<file path="src/rtl/holy_irq_arbiter.sv">
// rtl/holy_irq_arbiter.sv - interrupt gateways, priority arbiter and claim/complete sequencer; edge trigger option HOLY_IRQ_EDGE_EN
module holy_irq_arbiter #(
    parameter int NUM_IRQS = 5,
    parameter int PRIO_W   = 3
) (
    input  logic                clk,
    input  logic                rst,
    input  logic [NUM_IRQS-1:0] irq_in,
    input  logic                cfg_we,
    input  logic                cfg_re,
    input  logic [7:0]          cfg_addr,
    input  logic [31:0]         cfg_wdata,
    output logic [31:0]         cfg_rdata,
    input  logic                claim_req,
    output logic                claim_valid,
    output logic [4:0]          claim_id,
    input  logic                complete_valid,
    input  logic [4:0]          complete_id,
    output logic                irq_o
);

    localparam int IDW = 5;

    localparam logic [1:0] ST_IDLE     = 2'd0;
    localparam logic [1:0] ST_PENDING  = 2'd1;
    localparam logic [1:0] ST_INFLIGHT = 2'd2;

    localparam logic [7:0] ADDR_ENABLE = 8'h00;
    localparam logic [7:0] ADDR_THRESH = 8'h04;
    localparam logic [7:0] ADDR_EDGE   = 8'h08;
    localparam logic [7:0] ADDR_PRIO   = 8'h10;

    logic [NUM_IRQS-1:0] enable_q, enable_d;
    logic [PRIO_W-1:0]   threshold_q, threshold_d;
    logic [PRIO_W-1:0]   prio_q [NUM_IRQS];
    logic [PRIO_W-1:0]   prio_d [NUM_IRQS];
    logic [31:0]         cfg_rdata_q, cfg_rdata_d;
    logic [1:0]          state_q [NUM_IRQS];
    logic [1:0]          state_d [NUM_IRQS];
    logic [IDW-1:0]      best_id_q, best_id_d;
    logic [PRIO_W-1:0]   best_prio_q, best_prio_d;
    logic                claim_valid_q, claim_valid_d;
    logic [IDW-1:0]      claim_id_q, claim_id_d;

    logic [NUM_IRQS-1:0] trigger;
    logic [NUM_IRQS-1:0] edge_hit;
    logic [NUM_IRQS-1:0] missed_now;
    logic [NUM_IRQS-1:0] complete_hit;
    logic [NUM_IRQS-1:0] claim_hit;
    logic [NUM_IRQS-1:0] pending;
    logic [NUM_IRQS-1:0] eligible;
    logic [IDW-1:0]      arb_id;
    logic [PRIO_W-1:0]   arb_prio;
    logic [31:0]         rd_value;

`ifdef HOLY_IRQ_EDGE_EN
    logic [NUM_IRQS-1:0] edge_q, edge_d;
    logic [NUM_IRQS-1:0] irq_prev_q;
    logic [NUM_IRQS-1:0] missed_q, missed_d;
    logic [NUM_IRQS-1:0] rise;

    // Edge sources fire on a 0->1 step of irq_in; level sources fire while high
    always_comb begin
        rise       = irq_in & ~irq_prev_q;
        edge_hit   = edge_q & rise;
        trigger    = edge_hit | (~edge_q & irq_in);
        missed_now = missed_q;
    end

    // Remember (merged) edges seen while in service; cleared when service ends
    always_comb begin
        missed_d = missed_q;
        for (int i = 0; i < NUM_IRQS; i++) begin
            if (state_q[i] == ST_INFLIGHT) begin
                if (complete_hit[i]) begin
                    missed_d[i] = 1'b0;
                end else if (edge_hit[i]) begin
                    missed_d[i] = 1'b1;
                end
            end
        end
    end

    // EDGE register write decode
    always_comb begin
        edge_d = edge_q;
        if (cfg_we && cfg_addr == ADDR_EDGE) begin
            edge_d = cfg_wdata[NUM_IRQS-1:0];
        end
    end

    // Edge-mode state: trigger type, previous input sample, missed flags
    always_ff @(posedge clk or posedge rst) begin
        if (rst) begin
            edge_q     <= '0;
            irq_prev_q <= '0;
            missed_q   <= '0;
        end else begin
            edge_q     <= edge_d;
            irq_prev_q <= irq_in;
            missed_q   <= missed_d;
        end
    end
`else
    // Level trigger only
    always_comb begin
        trigger    = irq_in;
        edge_hit   = '0;
        missed_now = '0;
    end
`endif

    // Configuration register write decode
    always_comb begin
        enable_d    = enable_q;
        threshold_d = threshold_q;
        prio_d      = prio_q;
        if (cfg_we) begin
            if (cfg_addr == ADDR_ENABLE) begin
                enable_d = cfg_wdata[NUM_IRQS-1:0];
            end
            if (cfg_addr == ADDR_THRESH) begin
                threshold_d = cfg_wdata[PRIO_W-1:0];
            end
            for (int i = 0; i < NUM_IRQS; i++) begin
                if (cfg_addr == 8'(ADDR_PRIO + 8'(4 * i))) begin
                    prio_d[i] = cfg_wdata[PRIO_W-1:0];
                end
            end
        end
    end

    // Read mux; the returned word is held until the next read strobe
    always_comb begin
        rd_value = '0;
        if (cfg_addr == ADDR_ENABLE) begin
            rd_value[NUM_IRQS-1:0] = enable_q;
        end
        if (cfg_addr == ADDR_THRESH) begin
            rd_value[PRIO_W-1:0] = threshold_q;
        end
`ifdef HOLY_IRQ_EDGE_EN
        if (cfg_addr == ADDR_EDGE) begin
            rd_value[NUM_IRQS-1:0] = edge_q;
        end
`endif
        for (int i = 0; i < NUM_IRQS; i++) begin
            if (cfg_addr == 8'(ADDR_PRIO + 8'(4 * i))) begin
                rd_value[PRIO_W-1:0] = prio_q[i];
            end
        end
        cfg_rdata_d = cfg_re ? rd_value : cfg_rdata_q;
    end

    // Per-source claim/complete decode; out-of-range and zero IDs match nothing
    always_comb begin
        for (int i = 0; i < NUM_IRQS; i++) begin
            complete_hit[i] = complete_valid && (complete_id == IDW'(i + 1));
            claim_hit[i]    = claim_req && (best_id_q == IDW'(i + 1));
        end
    end

    // Gateway next-state logic
    always_comb begin
        for (int i = 0; i < NUM_IRQS; i++) begin
            state_d[i] = state_q[i];
            case (state_q[i])
                ST_IDLE: begin
                    if (trigger[i]) state_d[i] = ST_PENDING;
                end
                ST_PENDING: begin
                    if (claim_hit[i]) state_d[i] = ST_INFLIGHT;
                end
                ST_INFLIGHT: begin
                    if (complete_hit[i]) begin
                        state_d[i] = (missed_now[i] || edge_hit[i]) ? ST_PENDING : ST_IDLE;
                    end
                end
                default: state_d[i] = ST_IDLE;
            endcase
        end
    end

    // Gateway outputs: eligibility for arbitration
    always_comb begin
        for (int i = 0; i < NUM_IRQS; i++) begin
            pending[i]  = (state_q[i] == ST_PENDING);
            eligible[i] = pending[i] && enable_q[i] && (prio_q[i] > threshold_q);
        end
    end

    // Arbitration: strictly-greater compare in ascending ID order keeps the lowest ID on ties;
    // a successful claim blanks the result for one cycle so the claimed source cannot be re-issued
    always_comb begin
        arb_id   = '0;
        arb_prio = '0;
        for (int i = 0; i < NUM_IRQS; i++) begin
            if (eligible[i] && prio_q[i] > arb_prio) begin
                arb_id   = IDW'(i + 1);
                arb_prio = prio_q[i];
            end
        end
        if (claim_req && best_id_q != '0) begin
            best_id_d   = '0;
            best_prio_d = '0;
        end else begin
            best_id_d   = arb_id;
            best_prio_d = arb_prio;
        end
    end

    // Claim response is a single-cycle pulse carrying the sampled winner
    always_comb begin
        claim_valid_d = claim_req;
        claim_id_d    = claim_req ? best_id_q : '0;
    end

    // All state registers
    always_ff @(posedge clk or posedge rst) begin
        if (rst) begin
            enable_q      <= '0;
            threshold_q   <= '0;
            cfg_rdata_q   <= '0;
            best_id_q     <= '0;
            best_prio_q   <= '0;
            claim_valid_q <= 1'b0;
            claim_id_q    <= '0;
            for (int i = 0; i < NUM_IRQS; i++) begin
                prio_q[i]  <= '0;
                state_q[i] <= ST_IDLE;
            end
        end else begin
            enable_q      <= enable_d;
            threshold_q   <= threshold_d;
            cfg_rdata_q   <= cfg_rdata_d;
            best_id_q     <= best_id_d;
            best_prio_q   <= best_prio_d;
            claim_valid_q <= claim_valid_d;
            claim_id_q    <= claim_id_d;
            for (int i = 0; i < NUM_IRQS; i++) begin
                prio_q[i]  <= prio_d[i];
                state_q[i] <= state_d[i];
            end
        end
    end

    assign cfg_rdata   = cfg_rdata_q;
    assign claim_valid = claim_valid_q;
    assign claim_id    = claim_id_q;
    assign irq_o       = (best_id_q != '0);

    // Bits of the buses that the register map never consumes
    logic unused_sink;
    assign unused_sink = ^{cfg_addr[1:0], cfg_wdata, best_prio_q};

endmodule

</file>
<file path="config.mk">
export PLATFORM = sky130hd
export DESIGN_NAME = holy_irq_arbiter
export DESIGN_NICKNAME = d
export VERILOG_FILES = /design/src/rtl/holy_irq_arbiter.sv
export SDC_FILE = /design/constraint.sdc
export NUM_CORES = 1
export LEC_CHECK = 0
export ABC_AREA = 1
export ABC_CLOCK_PERIOD_IN_PS = 8100
export CAP_MARGIN = 10
export CORE_MARGIN = 10
export CORE_UTILIZATION = 52
export DETAILED_ROUTE_END_ITERATION = 8
export PLACE_DENSITY = 0.87
export SETUP_SLACK_MARGIN = 0.15
export SYNTH_ARGS = -nofsm -noshare
export SYNTH_HDL_FRONTEND = slang
export SYNTH_SLANG_ARGS = --single-unit
</file>
<file path="constraint.sdc">
create_clock -name clk -period 8.1 [get_ports clk]
set_clock_uncertainty 0.05 [all_clocks]
set_input_delay 1.62 -clock clk [delete_from_list [all_inputs] [get_ports clk]]
set_output_delay 1.62 -clock clk [all_outputs]
set_load 0.05 [all_outputs]
</file>
==> out/qor.txt, run 1 <==
CTS buffer count - 5
worst-case reg-to-reg path depth - 35
num ports - 95
CP Data Required Time - 8.26 ns
Core Util, Final - 0.618
Max Clk Rate - 184 MHz
met3 global-route usage - 0.0440
leakage power - 1.86 nW
Comb power frac - 0.263
most frequent cells in the layout - 87 x nand2_1, 45 x dfrtp_1, 38 x inv_1, 38 x clkdlybuf4s50_1, 36 x nand3_1
minimum clock period - 5.42 ns
row cnt - 28
drt drc - 0
crit path DAT - 5.58 ns
RSZ-0062 raised after global routing - no
HP Class - reg2reg
initial drt markers - 145
Slew Limit Fails - 0
Yosys cell types - 38
flops & latches, synth - 45
global-route wire length before repair - 12600 µm
clock-pin slew on the worst setup and hold paths - 0.09 ns
CTS Hold Bufs - 0
Synth Instances - 412
slowest stage delay, CP - 0.42 ns
clock share of power - 0.291
antenna-violating nets left - 0
antenna violations before repair - 0
fraction of layout cells with a size suffix above 1 - 0.120
yosys warns - 0
pin count of the biggest net entering global routing - 46
die width - 98.9 µm
port bufs - 38
Die Ht - 98.9 µm
GRT Max-Usage Layer - met2
P&R area growth vs syn - 14.5%
core area - 0.00599 mm²
VDD IR max - 0.0909 mV
area of the die - 0.00978 mm²
sequential share of power - 0.446
CP max FO - 7
Pre-Repair DR Iteration Count - 4
CP Launch Type - flop
status - completed
Avg WL per Cell - 13.8 µm
post-synthesis sequential area ratio - 0.348
vias - 2786
synthesized area - 0.00324 mm²
overall global routing resource usage - 0.151
CTS tree - yes
P_int - 388 µW
final hold violation count - 0
final net count - 539
ANT cells - 0
Max-slew headroom - 0.634
Psw - 197 µW
commonest non-fill, non-tap cell in the layout - nand2_1
period utilisation layout - 0.669
kind of critical path - reg2reg
vias in the first global route - 2891
maxcap violations - 0
H-tree levels - 2
root buf cell - clkbuf_8
GPL Wtd Cong - 0.883
syn avg cell area - 7.85 µm²
final setup TNS - 0 ns
Num Clock Sinks - 45
CP endpoint kind - flop
Detailed Place HPWL - 5990 µm
register area - 0.00113 mm²
WL final - 7320 µm
Clock Latency Late Sink - 0.31 ns
routing usage on met2 - 0.259
total grt overflow - 0
Sw Ratio - 0.337
multi-input logic area - 0.00179 mm²
Initial Util - 0.540
Pwr per Cell Area - 158 mW/mm²
number of fill cells - 529
measured slew at the worst slew-check pin - 0.549 ns
drt via density - 5.24
slowest cell on the critical path - dfrtp_1
GR Layer Usage met1 - 0.166
setup violators final - 0
postcts setup bufs - 0
cell mode on critical path - nand2_1
CTS max path bufs - 2
number of stages on the worst hold path - 2
Resize count post-CTS - 0
## stage by stage
| step | instance area [µm²] | total power, mW | std cells | hold slack (ns) | worst slack [ns] |
|---|---|---|---|---|---|
| 3_5_place_dp | 3590 | 0.418 | 524 | 0.423 | 2.78 |
| 6_report | 3700 | 0.585 | 532 | 0.439 | 2.68 |
| 4_1_cts | 3700 | 0.587 | 532 | 0.449 | 2.70 |
| 3_3_place_gp | 3590 | 0.411 | 524 | 0.419 | 2.95 |
| 5_1_grt | 3700 | 0.618 | 532 | 0.470 | 2.11 |
| 2_1_floorplan | 3340 | 0.388 | 440 | 0.409 | 3.34 |
## area by class of cell
class | instances | share of cell area
inverter | 51 | 0.0517
tap | 75 | 0.0253
timing repair buffer | 39 | 0.105
clock buffer | 6 | 0.0196
clock inverter | 2 | 0.0105
sequential | 45 | 0.304
multi-input combinational | 314 | 0.484
## cells in the mapped netlist
| cell | count | share of area |
|---|---|---|
| or2_1 | 2 | 0.0039 |
| o21ai_2 | 3 | 0.0081 |
| nand2_4 | 1 | 0.0035 |
| inv_1 | 39 | 0.045 |
| and2_1 | 1 | 0.0019 |
| nand3_2 | 4 | 0.012 |
| nor2_4 | 7 | 0.024 |
| buf_4 | 29 | 0.067 |
| ha_1 | 27 | 0.10 |
| nand2_2 | 10 | 0.019 |
| a22o_1 | 2 | 0.0054 |
| nor4_2 | 1 | 0.0039 |
| a31oi_1 | 1 | 0.0019 |
| mux2_4 | 1 | 0.0046 |
| o21a_1 | 1 | 0.0023 |
| a31o_2 | 1 | 0.0027 |
| clkinv_1 | 1 | 0.0012 |
| nor2_1 | 26 | 0.030 |
| nand2_1 | 87 | 0.10 |
| nand3_1 | 36 | 0.056 |
| inv_2 | 11 | 0.013 |
| or2_2 | 1 | 0.0019 |
| o21ai_1 | 24 | 0.037 |
| a21boi_0 | 1 | 0.0023 |
| nor3_1 | 5 | 0.0077 |
| dfrtp_1 | 45 | 0.35 |
| o211ai_1 | 1 | 0.0023 |
| o21ai_0 | 5 | 0.0077 |
| nor2_2 | 5 | 0.0097 |
| nand3_4 | 2 | 0.011 |
| mux2i_1 | 1 | 0.0031 |
| a21oi_1 | 15 | 0.023 |
| conb_1 | 1 | 0.0012 |
| a211oi_1 | 1 | 0.0023 |
| nand4_1 | 8 | 0.015 |
| o31ai_1 | 2 | 0.0046 |
| buf_6 | 1 | 0.0035 |
| nand3b_1 | 3 | 0.0070 |
## state kept, by name, summed over array words and instances, names as in the netlist
name         count
best_id_q        3
cfg_rdata        5
claim_id         3
claim_valid      1
enable_q         5
prio_q          15
state_q         10
threshold_q      3
## worst paths after layout
check                               startpoint            to  slack (ns)
worst max-delay path            threshold_q[2]  best_id_q[1]        2.68
worst min-delay path              cfg_rdata[1]  cfg_rdata[1]        0.44
worst max register to register  threshold_q[2]  best_id_q[1]        2.68
worst min register to register    cfg_rdata[1]  cfg_rdata[1]        0.44
max in group asynchronous                  rst   enable_q[0]        5.92
min in group asynchronous                  rst   enable_q[4]        1.70
## worst max-delay path, delay by kind of cell, from the launching register on
family | cells | cell delay [ns]
AOI/OAI and AO/OA | 4 | 0.58
and+or+nand+nor | 22 | 2.17
DFF | 1 | 0.42
buffers and inverters | 3 | 0.37
adders and majority gates | 5 | 1.51
muxes | 1 | 0.22
## metal layers
metal,up-vias,part of all wire
met5,-,0
met4,0,0.026
met3,20,0.063
met2,97,0.50
met1,1266,0.41
li1,1403,-
## power groups by stage
stage               Clock, mW  Sequential [mW]  Combinational [mW]
global route            0.182            0.263               0.172
global placement            0            0.264               0.147
finish                  0.170            0.261               0.154
floorplan                   0            0.263               0.125
CTS                     0.172            0.261               0.154
detailed placement          0            0.265               0.153
## cell families after synthesis
group	after synthesis	synth area share
flip-flops	45	0.348
other	1	0.00116
multiplexers	2	0.00773
buffers and inverters	81	0.130
AO/OA/AOI/OAI	57	0.100
adder cells (fa/ha/maj)	27	0.104
AND/OR/NAND/NOR	199	0.309
(Power assumes the default switching activity.)
==> run 2, diff against run 1 <==
--- a/config.mk
+++ b/config.mk
@@ -6,12 +6,12 @@
 export NUM_CORES = 1
 export LEC_CHECK = 0
 export ABC_AREA = 1
-export ABC_CLOCK_PERIOD_IN_PS = 8100
+export ABC_CLOCK_PERIOD_IN_PS = 5130
 export CAP_MARGIN = 10
 export CORE_MARGIN = 10
-export CORE_UTILIZATION = 52
+export CORE_UTILIZATION = 48
 export DETAILED_ROUTE_END_ITERATION = 8
-export PLACE_DENSITY = 0.87
+export PLACE_DENSITY = 0.81
 export SETUP_SLACK_MARGIN = 0.15
 export SYNTH_ARGS = -nofsm -noshare
 export SYNTH_HDL_FRONTEND = slang
==> constraint.sdc (replaced) <==
create_clock -name clk -period 5.13 [get_ports clk]
set_clock_uncertainty 0.05 [all_clocks]
set_input_delay 1.026 -clock clk [delete_from_list [all_inputs] [get_ports clk]]
set_output_delay 1.026 -clock clk [all_outputs]
set_load 0.05 [all_outputs]
==> out/qor.txt, run 2 (synthesized netlist as in run 1, its figures left out) <==
status - completed
Core Util, Final - 0.635
CTS max path bufs - 2
cell mode on critical path - nand2_2
ANT cells - 0
antenna violations before repair - 0
area of the die - 0.0104 mm²
drt drc - 0
setup violators final - 0
kind of critical path - reg2reg
Max-slew headroom - 0.619
antenna-violating nets left - 0
number of fill cells - 560
final net count - 565
period utilisation layout - 0.948
VDD IR max - 0.131 mV
drt via density - 5.13
leakage power - 2.02 nW
port bufs - 38
Pre-Repair DR Iteration Count - 4
Initial Util - 0.501
most frequent cells in the layout - 73 x nand2_1, 45 x dfrtp_1, 38 x clkdlybuf4s50_1, 33 x inv_1, 33 x nand3_1
commonest non-fill, non-tap cell in the layout - nand2_1
CTS tree - yes
final setup TNS - 0 ns
RSZ-0062 raised after global routing - yes
total grt overflow - 0
WL final - 8020 µm
measured slew at the worst slew-check pin - 0.571 ns
pin count of the biggest net entering global routing - 46
Detailed Place HPWL - 6200 µm
fraction of layout cells with a size suffix above 1 - 0.248
root buf cell - clkbuf_8
GPL Wtd Cong - 0.889
CP Data Required Time - 5.27 ns
global-route wire length before repair - 13000 µm
Biggest register - prio_q
Largest register FFs - 15
slowest cell on the critical path - dfrtp_1
H-tree levels - 2
Max Clk Rate - 206 MHz
num ports - 95
Clock Latency Late Sink - 0.32 ns
HP Class - reg2reg
initial drt markers - 119
CP max FO - 5
core area - 0.00646 mm²
final hold violation count - 0
Pwr per Cell Area - 234 mW/mm²
minimum clock period - 4.86 ns
maxcap violations - 0
CTS buffer count - 5
Die Ht - 102 µm
CP endpoint kind - flop
crit path DAT - 5.00 ns
P&R area growth vs syn - 26.7%
Avg WL per Cell - 14.3 µm
die width - 102 µm
CP Launch Type - flop
vias - 2871
biggest regs - prio_q: 15 flops, state_q: 10 flops
row cnt - 29
clock-pin slew on the worst setup and hold paths - 0.10 ns
slowest stage delay, CP - 0.41 ns
vias in the first global route - 2874
Slew Limit Fails - 0
overall global routing resource usage - 0.152
Num Clock Sinks - 45
==> run 2: cell types whose count changed in the layout (fill, tap and decap cells not counted), sizes merged <==
cell	delta
buf	+26
==> run 2: timing repair <==
| item | in CTS | in global routing |
|---|---|---|
| setup buffers | 5 | 7 |
| pin swaps | 5 | 34 |
| gates resized for setup | 9 | 35 |
| endpoints found under the setup margin | 3 | 3 |
| hold buffers | 0 | 0 |
==> run 2: worst paths after layout <==
path	start	endpoint	cells after the start	slack [ns]
worst max-delay path	threshold_q[1]	best_id_q[1]	34	0.27
worst min-delay path	cfg_rdata[1]	cfg_rdata[1]	2	0.44
worst max register to register	threshold_q[1]	best_id_q[1]	34	0.27
worst min register to register	cfg_rdata[1]	cfg_rdata[1]	2	0.44
max in group asynchronous	rst	enable_q[0]	3	3.53
min in group asynchronous	rst	state_q[1]	3	1.08
==> run 2: layout make-up <==
type | count | area, µm² | share of cell area
multi-input cells | 314 | 1990 | 0.484
well taps | 77 | 96.3 | 0.0235
repair buffers | 65 | 587 | 0.143
inverters | 51 | 194 | 0.0473
clock inverters | 2 | 38.8 | 0.00946
flip-flops and latches | 45 | 1130 | 0.275
clock buffers | 6 | 72.6 | 0.0177
==> run 2: worst max-delay path: cells and delay by family, from the launching register on <==
kind | cells | cell delay, ns
compound gates | 1 | 0.04
fa+ha+maj | 5 | 1.12
buf+inv | 2 | 0.23
flops | 1 | 0.41
simple gates | 26 | 2.88
==> run 2: report_power, final <==
part / internal [mW] / total [mW] / switching, mW
sequential: 0.386 / 0.412 / 0.0261
clock: 0.146 / 0.275 / 0.128
combinational: 0.0989 / 0.274 / 0.175
total: 0.631 / 0.960 / 0.330
==> run 2: routing by layer <==
layer / track usage / wire length [µm] / vias up
li1: - / - / 1444
met1: 0.173 / 3330 / 1332
met2: 0.276 / 4060 / 81
met3: 0.0337 / 488 / 14
met4: 0.0488 / 142 / 0
met5: 0 / 0 / -
==> run 2: metrics by stage <==
stage	total power [mW]	instances	instance area [µm²]	worst slack, ns	hold slack, ns
floorplan	0.613	440	3340	0.372	0.409
global placement	0.654	540	3700	0.216	0.416
detailed placement	0.666	540	3700	0.0457	0.420
CTS	0.943	553	3900	0.156	0.444
global route	1.02	560	4100	0.0119	0.471
finish	0.960	560	4100	0.269	0.441
==> run 3, diff against run 2 <==
--- a/config.mk
+++ b/config.mk
@@ -8,10 +8,11 @@
 export ABC_AREA = 1
 export ABC_CLOCK_PERIOD_IN_PS = 5130
 export CAP_MARGIN = 10
+export CORE_ASPECT_RATIO = 1.75
 export CORE_MARGIN = 10
 export CORE_UTILIZATION = 48
 export DETAILED_ROUTE_END_ITERATION = 8
-export PLACE_DENSITY = 0.81
+export PLACE_DENSITY = 0.86
 export SETUP_SLACK_MARGIN = 0.15
 export SYNTH_ARGS = -nofsm -noshare
 export SYNTH_HDL_FRONTEND = slang
==> out/qor.txt, run 3 (synthesized netlist as in run 1, its figures left out) <==
status - finished with violations
failing checks - negative setup slack
Largest register FFs - 15
num ports - 95
commonest non-fill, non-tap cell in the layout - nand2_1
Clock Latency Late Sink - 0.30 ns
biggest regs - prio_q: 15 flops, state_q: 10 flops
minimum clock period - 5.18 ns
Core Util, Final - 0.663
slowest cell on the critical path - dfrtp_1
Max-slew headroom - 0.613
CP Launch Point - prio_q[12]
vias - 3098
cell mode on critical path - ha_4
CP Launch Type - flop
slowest stage delay, CP - 0.42 ns
final instance area - 0.00434 mm²
final hold violation count - 0
Avg WL per Cell - 16.3 µm
VDD IR max - 0.293 mV
Slew Limit Fails - 0
cell count along the critical path - 33
worst-case reg-to-reg path depth - 33
initial drt markers - 142
global-route wire length before repair - 13600 µm
antenna-violating nets left - 0
row cnt - 39
vias in the first global route - 3065
CTS max path bufs - 2
Detailed Place HPWL - 6340 µm
antenna violations before repair - 0
drt drc - 0
Worst Hold Slack - 0.438 ns
core area - 0.00654 mm²
Num Clock Sinks - 45
overall global routing resource usage - 0.165
WL final - 9480 µm
family with the most delay on the worst path - simple AND/OR/NAND/NOR gates
number of fill cells - 508
Initial Util - 0.495
GPL Wtd Cong - 0.912
period utilisation layout - 1.01
fin worst setup slack - -0.0491 ns
most frequent cells in the layout - 76 x nand2_1, 45 x dfrtp_1, 41 x buf_4, 38 x clkdlybuf4s50_1, 34 x inv_1
ANT cells - 0
clock-pin slew on the worst setup and hold paths - 0.07 ns
CTS tree - yes
final setup TNS - -0.0697 ns
CP Data Required Time - 5.25 ns
CTS buffer count - 5
RSZ-0062 raised after global routing - yes
measured slew at the worst slew-check pin - 0.581 ns
leakage power - 2.11 nW
drt via density - 5.33
Pwr per Cell Area - 240 mW/mm²
P&R area growth vs syn - 34.0%
Max Clk Rate - 193 MHz
FF-to-FF End - best_id_q[1]
Critical path buffers and inverters - 5
total grt overflow - 0
area of the die - 0.0106 mm²
CP endpoint kind - flop
pin count of the biggest net entering global routing - 46
kind of critical path - reg2reg
HP Class - reg2reg
crit path DAT - 5.30 ns
CP max FO - 6
Critical Path Sink - best_id_q[1]
area post-placement - 0.00370 mm²
Die Ht - 129 µm
fraction of layout cells with a size suffix above 1 - 0.269
r2r setup slk - -0.05 ns
setup violators final - 2
final net count - 581
maxcap violations - 0
Reg-to-Reg Start - prio_q[12]
root buf cell - clkbuf_16
Pre-Repair DR Iteration Count - 4
Post-Place Worst Slack - -0.0194 ns
port bufs - 38
H-tree levels - 2
Biggest register - prio_q
die width - 82.1 µm
## run 3: through the flow
| stage | instances | power (mW) |
|---|---|---|
| finish | 581 | 1.04 |
| global route | 581 | 1.09 |
| CTS | 573 | 1.01 |
| detailed placement | 544 | 0.666 |
| global placement | 544 | 0.652 |
| floorplan | 440 | 0.613 |
## run 3: repair_timing
action / in CTS / in global routing
setup buffers: 21 / 8
endpoints found under the setup margin: 3 / 3
resized for setup: 10 / 37
endpoints found under the hold margin: 0 / 0
pin swaps: 19 / 38
hold buffers: 0 / 0
## run 3: layout make-up
cell class	count	area, µm²	area share
Timing Repair Buffer	81	711	0.164
Clock buffer	5	125	0.0289
Multi-Input combinational cell	314	2050	0.473
Tap cell	82	103	0.0237
Sequential cell	45	1130	0.260
Clock inverter	3	28.8	0.00664
Inverter	51	194	0.0447
## run 3: how the worst min path moves through the flow
stage	end	from	cells after the start	slack [ns]
finish	cfg_rdata[3]	cfg_rdata[3]	2	0.44
global placement	cfg_rdata[3]	cfg_rdata[3]	2	0.42
global route	cfg_rdata[3]	cfg_rdata[3]	2	0.46
CTS	cfg_rdata[4]	cfg_rdata[4]	2	0.44
detailed placement	cfg_rdata[4]	cfg_rdata[4]	2	0.42
floorplan	prio_q[9]	prio_q[9]	2	0.41
## run 3: report_power, final
part           total [mW]  internal (mW)  switching [mW]
clock network       0.346          0.188           0.159
logic               0.282         0.0999           0.182
registers           0.413          0.386          0.0275
## run 3: tightest hold or removal path, cell delays in order (launching register included)
cell and delay (ns):
dfrtp_1 0.34, nand2_1 0.05, nand2_1 0.06
## run 3: layer usage
layer,GRT usage,up-vias,share of wire
met4,0.117,0,0.062
met3,0.0391,47,0.061
met2,0.303,135,0.53
li1,-,1470,-
met5,0,-,0
met1,0.150,1446,0.35
